`src/rtl/commfifo_apb_master.sv`:
```
// commfifo_apb_master: polled APB requester moving tx/rx bytes to the commfifo completer; define COMMFIFO_MASTER_TIMEOUT_EN for an ACCESS wait-state timeout
module commfifo_apb_master #(
  parameter int POLL_GAP = 4
`ifdef COMMFIFO_MASTER_TIMEOUT_EN
  , parameter int TIMEOUT = 255
`endif
) (
  input  logic        PCLK,
  input  logic        PRESETn,
  output logic        PSEL,
  output logic [9:0]  PADDR,
  output logic        PENABLE,
  output logic        PWRITE,
  output logic [31:0] PWDATA,
  input  logic [31:0] PRDATA,
  input  logic        PREADY,
  input  logic        PSLVERR,
  input  logic        i_tx_valid,
  input  logic [7:0]  i_tx_data,
  output logic        o_tx_ready,
  output logic        o_rx_valid,
  output logic [7:0]  o_rx_data,
  input  logic        i_rx_ready,
  output logic        o_err,
  input  logic        i_err_clr
);
  typedef enum logic [1:0] {IDLE, SETUP, ACCESS} state_t;
  state_t state_q, state_d;
  logic [9:0] paddr_q, paddr_d;
  logic [31:0] pwdata_q, pwdata_d;
  logic [7:0] tx_data_q, tx_data_d, rx_data_q, rx_data_d, tx_gap_q, tx_gap_d, rx_gap_q, rx_gap_d;
  logic pwrite_q, pwrite_d, op_tx_q, op_tx_d, last_tx_q, last_tx_d;
  logic tx_full_q, tx_full_d, rx_valid_q, rx_valid_d, err_q, err_d;
  logic tx_acc, rx_rel, tx_pend, rx_pend, sel_tx, fail, err_set, abort;
  logic unused;
  assign unused = ^PRDATA[31:8];
`ifdef COMMFIFO_MASTER_TIMEOUT_EN
  logic [7:0] to_cnt_q, to_cnt_d;
  assign to_cnt_d = (state_q == ACCESS && !PREADY) ? to_cnt_q + 8'd1 : 8'd0;
  assign abort = state_q == ACCESS && !PREADY && to_cnt_q == 8'(TIMEOUT - 1);
  always_ff @(posedge PCLK or negedge PRESETn)
    if (!PRESETn) to_cnt_q <= 8'd0;
    else to_cnt_q <= to_cnt_d;
`else
  assign abort = 1'b0;
`endif
  assign PSEL = state_q != IDLE;
  assign PENABLE = state_q == ACCESS;
  assign PADDR = paddr_q;
  assign PWRITE = pwrite_q;
  assign PWDATA = pwdata_q;
  assign o_tx_ready = ~tx_full_q;
  assign o_rx_valid = rx_valid_q;
  assign o_rx_data = rx_data_q;
  assign o_err = err_q;
  always_comb begin
    state_d = state_q;
    paddr_d = paddr_q;
    pwrite_d = pwrite_q;
    pwdata_d = pwdata_q;
    op_tx_d = op_tx_q;
    last_tx_d = last_tx_q;
    rx_data_d = rx_data_q;
    err_set = 1'b0;
    tx_acc = i_tx_valid & ~tx_full_q;
    rx_rel = rx_valid_q & i_rx_ready;
    tx_full_d = tx_full_q | tx_acc;
    tx_data_d = tx_acc ? i_tx_data : tx_data_q;
    rx_valid_d = rx_valid_q & ~rx_rel;
    tx_gap_d = tx_gap_q - 8'(tx_gap_q != 8'd0);
    rx_gap_d = rx_gap_q - 8'(rx_gap_q != 8'd0);
    tx_pend = (tx_full_q | tx_acc) & (tx_gap_q <= 8'd1);
    rx_pend = (~rx_valid_q | rx_rel) & (rx_gap_q <= 8'd1);
    sel_tx = tx_pend & (~rx_pend | ~last_tx_q);
    fail = (PREADY & PSLVERR) | abort;
    case (state_q)
      IDLE: if (tx_pend | rx_pend) begin
        state_d = SETUP;
        op_tx_d = sel_tx;
        last_tx_d = sel_tx;
        paddr_d = sel_tx ? 10'd2 : 10'd1;
        pwrite_d = 1'b0;
        pwdata_d = 32'd0;
      end
      SETUP: state_d = ACCESS;
      ACCESS: if (fail) begin
        state_d = IDLE;
        err_set = 1'b1;
        tx_full_d = op_tx_q ? 1'b0 : tx_full_d;
      end else if (PREADY && paddr_q != 10'd0) begin
        err_set = PRDATA[1];
        state_d = PRDATA[0] ? SETUP : IDLE;
        paddr_d = PRDATA[0] ? 10'd0 : paddr_q;
        pwrite_d = PRDATA[0] & op_tx_q;
        pwdata_d = (PRDATA[0] & op_tx_q) ? {24'd0, tx_data_q} : 32'd0;
        tx_gap_d = (!PRDATA[0] && op_tx_q) ? 8'(POLL_GAP) : tx_gap_d;
        rx_gap_d = (!PRDATA[0] && !op_tx_q) ? 8'(POLL_GAP) : rx_gap_d;
      end else if (PREADY) begin
        state_d = IDLE;
        tx_full_d = op_tx_q ? 1'b0 : tx_full_d;
        rx_valid_d = op_tx_q ? rx_valid_d : 1'b1;
        rx_data_d = op_tx_q ? rx_data_q : PRDATA[7:0];
      end
      default: state_d = IDLE;
    endcase
    err_d = err_set | (err_q & ~i_err_clr);
  end
  always_ff @(posedge PCLK or negedge PRESETn)
    if (!PRESETn) begin
      state_q <= IDLE;
      paddr_q <= 10'd0;
      pwrite_q <= 1'b0;
      pwdata_q <= 32'd0;
      op_tx_q <= 1'b0;
      last_tx_q <= 1'b0;
      tx_full_q <= 1'b0;
      tx_data_q <= 8'd0;
      rx_valid_q <= 1'b0;
      rx_data_q <= 8'd0;
      err_q <= 1'b0;
      tx_gap_q <= 8'd0;
      rx_gap_q <= 8'd0;
    end else begin
      state_q <= state_d;
      paddr_q <= paddr_d;
      pwrite_q <= pwrite_d;
      pwdata_q <= pwdata_d;
      op_tx_q <= op_tx_d;
      last_tx_q <= last_tx_d;
      tx_full_q <= tx_full_d;
      tx_data_q <= tx_data_d;
      rx_valid_q <= rx_valid_d;
      rx_data_q <= rx_data_d;
      err_q <= err_d;
      tx_gap_q <= tx_gap_d;
      rx_gap_q <= rx_gap_d;
    end
endmodule
```
`config.mk`:
```
export PLATFORM = sky130hd
export DESIGN_NAME = commfifo_apb_master
export DESIGN_NICKNAME = d
export VERILOG_FILES = /design/src/rtl/commfifo_apb_master.sv
export SDC_FILE = /design/constraint.sdc
export NUM_CORES = 1
export LEC_CHECK = 0
export ABC_AREA = 0
export BUFFER_PORTS_ARGS = -buffer_cell sky130_fd_sc_hd__clkbuf_2
export CAP_MARGIN = 10
export CELL_PAD_IN_SITES_DETAIL_PLACEMENT = 0
export CELL_PAD_IN_SITES_GLOBAL_PLACEMENT = 1
export CORE_MARGIN = 1
export CORE_UTILIZATION = 27
export CTS_CLUSTER_SIZE = 12
export DETAILED_ROUTE_END_ITERATION = 6
export PLACE_DENSITY_LB_ADDON = 0.1
export SYNTH_ARGS = -nofsm -noshare
export SYNTH_HDL_FRONTEND = slang
export SYNTH_SLANG_ARGS = --single-unit
```
`constraint.sdc`:
```
create_clock -name PCLK -period 6 [get_ports PCLK]
set_input_delay 1.2 -clock PCLK [delete_from_list [all_inputs] [get_ports PCLK]]
set_output_delay 1.2 -clock PCLK [all_outputs]
set_load 0.05 [all_outputs]
```
[Word level (Yosys, flattened, before mapping)]
Index checks and enable logic that the tools add are counted.
Word-level totals
  logic and storage cells: 103
  bits in registers: 81
Operators by class
  reductions and logical operators: 16
  equality and inequality tests: 7
  order comparisons: 2
  mux-type cells: 42
  add/sub/neg operators: 2
  bitwise operators: 22
Operators with widths (count)
  32-bit two-way mux: 3
  8-bit two-way mux: 9
  32-bit one-hot mux with 2 select lines: 1
  10-bit two-way mux: 4
  10-bit one-hot mux with 2 select lines: 1
  1-bit two-way mux: 17
  8-bit by 1-bit <= comparator with 1-bit output, second input constant: 2
  8-bit nonzero test: 2
  8-bit by 1-bit subtractor with 8-bit output: 2
  2-bit two-way mux: 5
  5-bit AND reduction: 2
  10-bit nonzero test: 1
  1-bit bitwise AND: 9
  1-bit NOT: 8
  2-bit one-hot mux with 3 select lines: 1
  1-bit bitwise OR: 5
  2-bit by 1-bit != test with 1-bit output, second input constant: 2
  2-bit != test, second input constant: 2
  4-bit by 1-bit != test with 1-bit output, second input constant: 1
  2-bit AND reduction: 2
  4-bit AND reduction: 1
  2-bit nonzero test: 2
  1-bit logical AND: 3
  2-bit by 1-bit equality test with 1-bit output, second input constant: 1
  4 further kinds: 5

[Longest topological paths before layout]
Gate-level depths: netlist (run 1).
  word-level depth: 9
  gate-level depth with buffers: 9

[Worst setup path after synthesis (run 1)]
No wires, ideal clock.
  path kind: input to register
  start: input port PRDATA[0]
  end: register rx_gap_q[2]
  stages: 3
  buffers on the path: 0
  arrival: 2.339 ns
  setup slack: 3.591 ns
  setup time: 0.069 ns
  data required time: 5.931 ns
  cell sequence: or4b_2 nor3_2 nand3b_1
On the way
  word-level cells in the longest chain between the ends: 6
Ends and longest elaborated chain
  start: declaration: line 15  | input logic [31:0] PRDATA,
  1-bit zero test: line 97  | rx_gap_d = (!PRDATA[0] && !op_tx_q) ? 8'(POLL_GAP) : rx_gap_d;
  1-bit logical AND: line 97
  8-bit two-way mux: line 97
  8-bit two-way mux: line 90  | end else if (PREADY && paddr_q != 10'd0) begin
  8-bit two-way mux: line 86  | ACCESS: if (fail) begin
  8-bit two-way mux: line 76  | case (state_q)
  via rx_gap_d[2]: line 31  | logic [7:0] tx_data_q, tx_data_d, rx_data_q, rx_data_d, tx_gap_q, tx_gap_d, rx_gap_q, rx_gap_d;
  end signal: assignment: line 136  | rx_gap_q <= rx_gap_d;
  end: declaration: line 31
The timed path passes the listed nets, and every way through them passes these cells.
A chain may end at the register's enable or synchronous reset.

[Worst setup path after layout (run 1)]
  start: register state_q[0]
  end: output port PENABLE
On the way
  word-level cells in the longest chain between the ends: 1
Ends and longest elaborated chain
  start: declaration: line 28  | state_t state_q, state_d;
  start signal: assignment: line 124  | state_q <= state_d;
  2-bit equality test: line 48  | assign PENABLE = state_q == ACCESS;
  end: declaration: line 12  | output logic PENABLE,
No other way between the ends.

==> report_table.html, run 1 <==
<table>
<tr><th>Metric</th><th>Value</th></tr>
<tr><th colspan="2">Run status</th></tr>
<tr><td>Run status</td><td>complete, no violations</td></tr>
<tr><th colspan="2">Yosys</th></tr>
<tr><td>Synthesized flop and latch total</td><td>49</td></tr>
<tr><td>Share of synthesized area occupied by flip-flops and latches</td><td>50.15%</td></tr>
<tr><td>Most frequent cell after synthesis</td><td>sky130_fd_sc_hd__dfrtp_1</td></tr>
<tr><td>Area leader, netlist</td><td>sky130_fd_sc_hd__dfrtp_1</td></tr>
<tr><td>Post-Syn Instances</td><td>231</td></tr>
<tr><td>Dominant synthesized flop cell</td><td>sky130_fd_sc_hd__dfrtp_1</td></tr>
<tr><td>Number of flops mapped to enable cells by yosys</td><td>0</td></tr>
<tr><td>Yosys top cell area share</td><td>50.15%</td></tr>
<tr><td>Number of library cell types mapped by synthesis</td><td>35</td></tr>
<tr><td>Top cells by count, synth</td><td>49 x sky130_fd_sc_hd__dfrtp_1, 32 x sky130_fd_sc_hd__buf_4, 27 x sky130_fd_sc_hd__nor2_1</td></tr>
<tr><td>Yosys warns</td><td>0</td></tr>
<tr><td>Average size of a mapped cell</td><td>10.58 um^2</td></tr>
<tr><td>Share of flip-flops with an asynchronous set or reset</td><td>100.0%</td></tr>
<tr><td>Ranking of synthesized cells by area</td><td>sky130_fd_sc_hd__dfrtp_1 50%, sky130_fd_sc_hd__buf_4 9.8%, sky130_fd_sc_hd__mux2_2 7.4%</td></tr>
<tr><td>Post-synth design cell area</td><td>0.002445 mm^2</td></tr>
<tr><th colspan="2">Floorplan</th></tr>
<tr><td>Area enclosed by the die boundary</td><td>0.009439 mm^2</td></tr>
<tr><td>Die span in x</td><td>97.16 um</td></tr>
<tr><td>Standard-cell row count</td><td>34</td></tr>
<tr><td>Die Y</td><td>97.16 um</td></tr>
<tr><td>I/O pin total</td><td>103</td></tr>
<tr><td>Initial cell density of the core</td><td>27.90%</td></tr>
<tr><td>Placeable core region</td><td>0.008763 mm^2</td></tr>
<tr><th colspan="2">Run</th></tr>
<tr><td>Max-capacitance violation count</td><td>0</td></tr>
<tr><th colspan="2">Detailed routing</th></tr>
<tr><td>Via density</td><td>4.166</td></tr>
<tr><td>First-pass detailed-route iteration total</td><td>4</td></tr>
<tr><td>Met1 layer wirelength in the final routing</td><td>2155 um</td></tr>
<tr><td>Final wirelength</td><td>4706 um</td></tr>
<tr><td>Uppermost signal routing layer after detailed routing</td><td>met4</td></tr>
<tr><td>Vias</td><td>1633</td></tr>
<tr><td>Remaining DRCs</td><td>0</td></tr>
<tr><td>Final antenna-violating net count</td><td>0</td></tr>
<tr><td>Met2 WL post-DR</td><td>2258 um</td></tr>
<tr><td>Drt initial violations</td><td>12</td></tr>
<tr><td>Met3 wire length</td><td>229 um</td></tr>
<tr><td>Post-detailed-route wirelength per cell</td><td>12.01 um</td></tr>
<tr><th colspan="2">STA</th></tr>
<tr><td>Final Critical Period</td><td>2646 ps</td></tr>
<tr><td>Post-Route Setup TNS</td><td>0 ps</td></tr>
<tr><td>Highest achievable clock rate</td><td>377.9 MHz</td></tr>
<tr><td>Period utilization</td><td>44.11%</td></tr>
<tr><td>Hold violation count in the final report</td><td>0</td></tr>
<tr><td>Worst clock skew</td><td>9.731 ps</td></tr>
<tr><td>Number of setup violations in the final report</td><td>0</td></tr>
<tr><td>Final Slew Violations</td><td>0</td></tr>
<tr><td>Setup repair after global routing missed its margin</td><td>false</td></tr>
<tr><td>Normalized max-slew margin</td><td>47.57%</td></tr>
<tr><td>Slew at the pin with the worst max-slew slack</td><td>784.9 ps</td></tr>
<tr><th colspan="2">Cells and area</th></tr>
<tr><td>Sequential cell area</td><td>0.001226 mm^2</td></tr>
<tr><td>Area of the multi-input gates</td><td>997.2 um^2</td></tr>
<tr><td>Number of nets in the layout</td><td>334</td></tr>
<tr><td>Diode insertion count for antenna repair</td><td>0</td></tr>
<tr><td>Post-route cell area</td><td>0.002824 mm^2</td></tr>
<tr><td># fillers</td><td>943</td></tr>
<tr><td>Share of final-layout standard cells stronger than drive strength 1</td><td>28.52%</td></tr>
<tr><td>Synth-to-Final Area Change</td><td>15.51%</td></tr>
<tr><th colspan="2">Global routing</th></tr>
<tr><td>Global-route wire length before repair</td><td>8052 um</td></tr>
<tr><td>Aggregate global-route resource usage</td><td>10.86%</td></tr>
<tr><td>Antenna violations before repair</td><td>0</td></tr>
<tr><td>Remaining global-route overflow</td><td>0</td></tr>
<tr><td>Via count of the first global-routing pass</td><td>1608</td></tr>
<tr><td>Maximum number of pins on one net before global-route repair</td><td>50</td></tr>
<tr><th colspan="2">Power and ir drop</th></tr>
<tr><td>Power per cell area</td><td>457.3 mW/mm^2</td></tr>
<tr><td>Static leakage</td><td>0.001432 uW</td></tr>
<tr><td>Worst IR Drop VDD</td><td>0.1315 mV</td></tr>
<tr><th colspan="2">Clock network</th></tr>
<tr><td>Number of cells upsized or downsized after cts</td><td>0</td></tr>
<tr><td>Post-CTS Setup Inserts</td><td>0</td></tr>
<tr><td>H-tree depth</td><td>2</td></tr>
<tr><td>Hold buffer count at cts</td><td>0</td></tr>
<tr><td>Root buffer selected by CTS</td><td>sky130_fd_sc_hd__clkbuf_8</td></tr>
<tr><td>Sinks on Clock Net</td><td>49</td></tr>
<tr><td>Total clock buffers created by CTS</td><td>5</td></tr>
<tr><td>Number of buffers on the longest clock path</td><td>2</td></tr>
<tr><td>TritonCTS clock tree</td><td>yes</td></tr>
<tr><td>Clock transition at path regs</td><td>100 ps</td></tr>
<tr><td>Clock insertion delay at the later pin of the skew report</td><td>300 ps</td></tr>
<tr><th colspan="2">Setup path</th></tr>
<tr><td>Data required time at the worst endpoint</td><td>4800 ps</td></tr>
<tr><td>Capture point of the worst reg-to-reg path</td><td>rx_gap_q[6]</td></tr>
<tr><td>CP startpoint kind</td><td>flip-flop</td></tr>
<tr><td>Number of cells on the worst reg-to-reg path</td><td>8</td></tr>
<tr><td>Worst setup EP type</td><td>primary output</td></tr>
<tr><td>Slack of the worst reg-to-reg path</td><td>3810 ps</td></tr>
<tr><td>CP Max Fanout</td><td>6</td></tr>
<tr><td>Reg2Reg Launch Point</td><td>rx_gap_q[4]</td></tr>
<tr><td>Critical path type</td><td>flip-flop to primary output</td></tr>
<tr><td>Arr. time, crit path</td><td>1450 ps</td></tr>
<tr><th colspan="2">Place</th></tr>
<tr><td>Port Buffer Count</td><td>46</td></tr>
<tr><td>Half-perimeter wire length after placement</td><td>3423 um</td></tr>
<tr><td>Final weighted congestion of routability-driven global placement</td><td>0.6819</td></tr>
<tr><td>Placed instance area</td><td>0.002690 mm^2</td></tr>
<tr><th colspan="2">Worst hold path</th></tr>
<tr><td>Number of stages on the worst hold path</td><td>1</td></tr>
<tr><td>Sink of the worst hold path</td><td>o_rx_data[2]</td></tr>
<tr><td>Hold/Removal Path Class</td><td>flip-flop to flip-flop</td></tr>
<tr><td>Startpoint of the worst hold path</td><td>o_rx_data[2]</td></tr>
</table>
-- worst max path at each step --
stage	from	to	cells past startpoint
2_1_floorplan	PRDATA[0]	rx_gap_q[2]	3
3_3_place_gp	PRDATA[0]	tx_gap_q[7]	4
3_5_place_dp	PRDATA[0]	rx_gap_q[6]	4
4_1_cts	state_q[0]	PENABLE	3
5_1_grt	state_q[0]	PENABLE	3
6_report	state_q[0]	PENABLE	3
-- flip-flops by register name, summed over array words and instances, names as in the netlist --
signal,cells
PWDATA,8
PADDR,2
last_tx_q,1
tx_gap_q,8
tx_full_q,1
o_rx_valid,1
state_q,2
o_rx_data,8
rx_gap_q,8
PWRITE,1
o_err,1
tx_data_q,8
-- power breakdown --
group | switching (uW) | internal, uW | total (uW)
Sequential | 87.9 | 449 | 537
Combinational | 319 | 159 | 478
Clock | 111 | 166 | 277
-- layout by cell type, fill, tap and decap left out, types with 5 or more instances in the layout --
master and count:
sky130_fd_sc_hd__clkbuf_2 46, sky130_fd_sc_hd__mux2_2 16, sky130_fd_sc_hd__conb_1 32, sky130_fd_sc_hd__nand2_1 15, sky130_fd_sc_hd__clkbuf_8 5, sky130_fd_sc_hd__a21oi_1 5
sky130_fd_sc_hd__nand2b_1 6, sky130_fd_sc_hd__nor2_1 27, sky130_fd_sc_hd__dfrtp_1 49, sky130_fd_sc_hd__inv_1 21, sky130_fd_sc_hd__xnor2_1 8, sky130_fd_sc_hd__mux2i_1 8
-- routing by layer --
| metal | up-vias | global-route usage, % |
|---|---|---|
| li1 | 801 | - |
| met1 | 778 | 14.53 |
| met2 | 46 | 16.96 |
| met3 | 8 | 2.806 |
| met4 | 0 | 3.789 |
| met5 | - | 0 |
-- through the flow --
| stage | util, % | power, uW | cells | hold slack, ps | worst slack (ps) |
|---|---|---|---|---|---|
| final | 32.22 | 1292 | 392 | 511.0 | 3354 |
| after global routing | 32.22 | 1396 | 392 | 527.6 | 3243 |
| after CTS | 32.22 | 1319 | 392 | 518.7 | 3337 |
| after detailed placement | 30.70 | 1032 | 384 | 495.9 | 3210 |
| after global placement | 30.70 | 1024 | 384 | 489.0 | 3204 |
| after floorplan | - | 935.1 | 262 | 480.6 | 3591 |
-- cell type report --
type	count	area share [%]
Multi-Input combinational cell	157	35.31
Clock buffer	5	2.437
Clock inverter	3	2.304
Tap cell	108	4.785
Sequential cell	49	43.42
Timing Repair Buffer	49	8.950
Inverter	21	2.791
-- logic make-up after synthesis --
logic type      Yosys count  share of synthesized area, %
buf+inv                  56                         13.82
flops                    49                         50.15
compound gates           11                         2.405
other cells               1                        0.1534
fa+ha+maj                 4                         2.047
simple gates             74                         16.22
mux                      25                         11.26
xor+xnor                 11                         3.941
-- worst max-delay path, stage by stage, from the launching register on --
cell and delay (ps):
sky130_fd_sc_hd__dfrtp_1 460, sky130_fd_sc_hd__nand2b_1 250, sky130_fd_sc_hd__inv_1 140, sky130_fd_sc_hd__clkbuf_2 300
Note: power is estimated with default switching activity, not from simulation.
==> inputs of run 2 (changes only) <==
ABC_AREA = 1   (was 0)
clock period = 2.7 ns   (was 6 ns; I/O delays follow)
==> report_table.html, run 2 <==
<table>
<tr><th>Metric</th><th>Value</th></tr>
<tr><th colspan="2">Yosys</th></tr>
<tr><td>Top cells by count, synth</td><td>62 x sky130_fd_sc_hd__nand2_1, 49 x sky130_fd_sc_hd__dfrtp_1, 32 x sky130_fd_sc_hd__buf_4, 32 x sky130_fd_sc_hd__nor2_1, 27 x sky130_fd_sc_hd__nand3_1</td></tr>
<tr><td>Dominant synthesized flop cell</td><td>sky130_fd_sc_hd__dfrtp_1</td></tr>
<tr><td>Average size of a mapped cell</td><td>8.465 um^2</td></tr>
<tr><td>Post-Syn Instances</td><td>303</td></tr>
<tr><td>Yosys warns</td><td>0</td></tr>
<tr><td>Share of flip-flops with an asynchronous set or reset</td><td>100.0%</td></tr>
<tr><td>Number of flops mapped to enable cells by yosys</td><td>0</td></tr>
<tr><td>Most frequent cell after synthesis</td><td>sky130_fd_sc_hd__nand2_1</td></tr>
<tr><td>Area leader, netlist</td><td>sky130_fd_sc_hd__dfrtp_1</td></tr>
<tr><td>Share of synthesized area occupied by flip-flops and latches</td><td>47.80%</td></tr>
<tr><td>Synthesized flop and latch total</td><td>49</td></tr>
<tr><td>Ranking of synthesized cells by area</td><td>sky130_fd_sc_hd__dfrtp_1 48%, sky130_fd_sc_hd__buf_4 9.4%, sky130_fd_sc_hd__nand2_1 9.1%</td></tr>
<tr><td>Number of library cell types mapped by synthesis</td><td>26</td></tr>
<tr><td>Post-synth design cell area</td><td>0.002565 mm^2</td></tr>
<tr><td>Yosys top cell area share</td><td>47.80%</td></tr>
<tr><th colspan="2">Clock network</th></tr>
<tr><td>Root buffer selected by CTS</td><td>sky130_fd_sc_hd__clkbuf_8</td></tr>
<tr><td>Clock transition at path regs</td><td>100 ps</td></tr>
<tr><td>Post-CTS Setup Inserts</td><td>0</td></tr>
<tr><td>TritonCTS clock tree</td><td>yes</td></tr>
<tr><td>H-tree depth</td><td>2</td></tr>
<tr><td>Clock insertion delay at the later pin of the skew report</td><td>310 ps</td></tr>
<tr><td>Sinks on Clock Net</td><td>49</td></tr>
<tr><td>Number of buffers on the longest clock path</td><td>2</td></tr>
<tr><td>Hold buffer count at cts</td><td>0</td></tr>
<tr><td>Number of cells upsized or downsized after cts</td><td>0</td></tr>
<tr><td>Total clock buffers created by CTS</td><td>5</td></tr>
<tr><th colspan="2">Place</th></tr>
<tr><td>Port Buffer Count</td><td>46</td></tr>
<tr><td>Half-perimeter wire length after placement</td><td>4038 um</td></tr>
<tr><td>Final weighted congestion of routability-driven global placement</td><td>0.6828</td></tr>
<tr><th colspan="2">Power and ir drop</th></tr>
<tr><td>Worst IR Drop VDD</td><td>0.2259 mV</td></tr>
<tr><td>Static leakage</td><td>0.001561 uW</td></tr>
<tr><td>Overall power consumption</td><td>1445 uW</td></tr>
<tr><td>Power per cell area</td><td>495.3 mW/mm^2</td></tr>
<tr><th colspan="2">Setup path</th></tr>
<tr><td>CP startpoint kind</td><td>flip-flop</td></tr>
<tr><td>Critical path type</td><td>flip-flop to primary output</td></tr>
<tr><td>Worst setup EP type</td><td>primary output</td></tr>
<tr><td>Arr. time, crit path</td><td>1330 ps</td></tr>
<tr><td>Data required time at the worst endpoint</td><td>2160 ps</td></tr>
<tr><td>CP Max Fanout</td><td>9</td></tr>
<tr><th colspan="2">Detailed routing</th></tr>
<tr><td>Final wirelength</td><td>5428 um</td></tr>
<tr><td>Final antenna-violating net count</td><td>0</td></tr>
<tr><td>Vias</td><td>1930</td></tr>
<tr><td>Post-detailed-route wirelength per cell</td><td>11.21 um</td></tr>
<tr><td>Remaining DRCs</td><td>0</td></tr>
<tr><td>First-pass detailed-route iteration total</td><td>4</td></tr>
<tr><td>Drt initial violations</td><td>51</td></tr>
<tr><td>Via density</td><td>3.988</td></tr>
<tr><th colspan="2">Run status</th></tr>
<tr><td>Run status</td><td>complete, no violations</td></tr>
<tr><th colspan="2">Floorplan</th></tr>
<tr><td>I/O pin total</td><td>103</td></tr>
<tr><td>Die Y</td><td>99.47 um</td></tr>
<tr><td>Standard-cell row count</td><td>35</td></tr>
<tr><td>Initial cell density of the core</td><td>27.76%</td></tr>
<tr><td>Placeable core region</td><td>0.009240 mm^2</td></tr>
<tr><td>Area enclosed by the die boundary</td><td>0.009893 mm^2</td></tr>
<tr><td>Die span in x</td><td>99.47 um</td></tr>
<tr><th colspan="2">Cells and area</th></tr>
<tr><td>Final core utilization</td><td>31.56%</td></tr>
<tr><td>Commonest cells after routing, fill and taps aside</td><td>62 x sky130_fd_sc_hd__nand2_1, 49 x sky130_fd_sc_hd__dfrtp_1, 46 x sky130_fd_sc_hd__clkbuf_2</td></tr>
<tr><td># fillers</td><td>1040</td></tr>
<tr><td>Diode insertion count for antenna repair</td><td>0</td></tr>
<tr><td>Share of final-layout standard cells stronger than drive strength 1</td><td>23.38%</td></tr>
<tr><td>Synth-to-Final Area Change</td><td>13.71%</td></tr>
<tr><td>Most common cell after layout, fill and taps aside</td><td>sky130_fd_sc_hd__nand2_1</td></tr>
<tr><td>Number of nets in the layout</td><td>405</td></tr>
<tr><th colspan="2">Global routing</th></tr>
<tr><td>Global-route track usage on met3</td><td>2.670%</td></tr>
<tr><td>Remaining global-route overflow</td><td>0</td></tr>
<tr><td>Global routing usage on met1</td><td>15.89%</td></tr>
<tr><td>Aggregate global-route resource usage</td><td>11.60%</td></tr>
<tr><td>Most crowded layer after global routing</td><td>met2</td></tr>
<tr><td>Global-route wire length before repair</td><td>8949 um</td></tr>
<tr><td>Maximum number of pins on one net before global-route repair</td><td>23</td></tr>
<tr><td>Global-route met2 utilization</td><td>18.27%</td></tr>
<tr><td>Via count of the first global-routing pass</td><td>1796</td></tr>
<tr><td>Antenna violations before repair</td><td>0</td></tr>
<tr><th colspan="2">STA</th></tr>
<tr><td>Final Slew Violations</td><td>0</td></tr>
<tr><td>Normalized max-slew margin</td><td>61.00%</td></tr>
<tr><td>Final Critical Period</td><td>1866 ps</td></tr>
<tr><td>Slew at the pin with the worst max-slew slack</td><td>585.1 ps</td></tr>
<tr><td>Period utilization</td><td>69.12%</td></tr>
<tr><td>Highest achievable clock rate</td><td>535.8 MHz</td></tr>
<tr><td>Setup repair after global routing missed its margin</td><td>false</td></tr>
<tr><td>Hold violation count in the final report</td><td>0</td></tr>
<tr><td>Worst clock skew</td><td>11.43 ps</td></tr>
<tr><td>Post-Route Setup TNS</td><td>0 ps</td></tr>
<tr><td>Number of setup violations in the final report</td><td>0</td></tr>
<tr><th colspan="2">Worst hold path</th></tr>
<tr><td>Hold/Removal Path Class</td><td>input port to asynchronous set/reset pin</td></tr>
<tr><th colspan="2">Run</th></tr>
<tr><td>Max-capacitance violation count</td><td>0</td></tr>
</table>
==> run 2: changes by cell type in the layout (fill, tap and decap cells not counted), sizes merged, moves of 4 or more <==
cell    delta
nand2     +56
inv       +11
o21ai      +4
nor4       -4
xnor2      -7
mux2      -17
nand2b     -6
mux2i      -8
a21oi     +10
nor3       +6
nor2      +12
nand3     +26
==> run 2: cell families after synthesis <==
group	count (synthesis)	synth area share, %
AOI/OAI and AO/OA	24	4.732
other	1	0.1462
adders and majority gates	4	1.951
buffers and inverters	66	14.73
xor gates and xnor gates	6	2.049
and+or+nand+nor	153	28.59
DFF	49	47.81
==> run 2: worst paths after layout <==
| kind | startpoint | to | slack [ps] | cells after the start |
|---|---|---|---|---|
| max reg2reg | rx_gap_q[2] | rx_gap_q[6] | 1000 | 9 |
| max in group asynchronous | PRESETn | o_rx_valid | 1820 | 2 |
| min in group PCLK | i_err_clr | o_err | 410 | 2 |
| min reg2reg | o_rx_data[3] | o_rx_data[3] | 480 | 2 |
| min | PRESETn | PWDATA[2] | 220 | 1 |
| max | state_q[0] | PENABLE | 830 | 2 |
==> run 2: area by class of cell <==
type                       count  area [um^2]  area share (%)
sequential                    49         1226           42.04
multi-input combinational    219         1077           36.94
timing repair buffer          48        245.2           8.408
tap                          129        161.4           5.534
inverter                      31        116.4           3.990
clock buffer                   5        68.82           2.360
clock inverter                 3        21.27          0.7293
==> run 2: power breakdown <==
part	leakage, uW	switching (uW)	internal, uW
Sequential	0.000599	10.0	763
Combinational	0.000917	186	34.2
Clock	0.0000445	267	185
Total	0.00156	462	982
==> run 2: per-layer routing <==
layer / vias up / part of all wire [%]
met5: - / 0
met4: 0 / 1.2
met3: 6 / 4.4
met2: 58 / 44
met1: 876 / 50
li1: 990 / -
==> run 2: metrics by stage <==
step	hold slack [ps]	std cells	worst slack, ps	area [um^2]
2_1_floorplan	244.4	334	1130	2681
6_report	219.8	484	833.7	2917
5_1_grt	251.2	484	739.2	2917
3_5_place_dp	458.7	476	986.9	2826
3_3_place_gp	454.1	476	984.4	2826
4_1_cts	233.2	484	795.4	2917
==> run 2: worst max-delay path: stages (launching register included) <==
cell                       delay, ps
sky130_fd_sc_hd__dfrtp_1         430
sky130_fd_sc_hd__nor2_4          250
sky130_fd_sc_hd__clkbuf_2        340
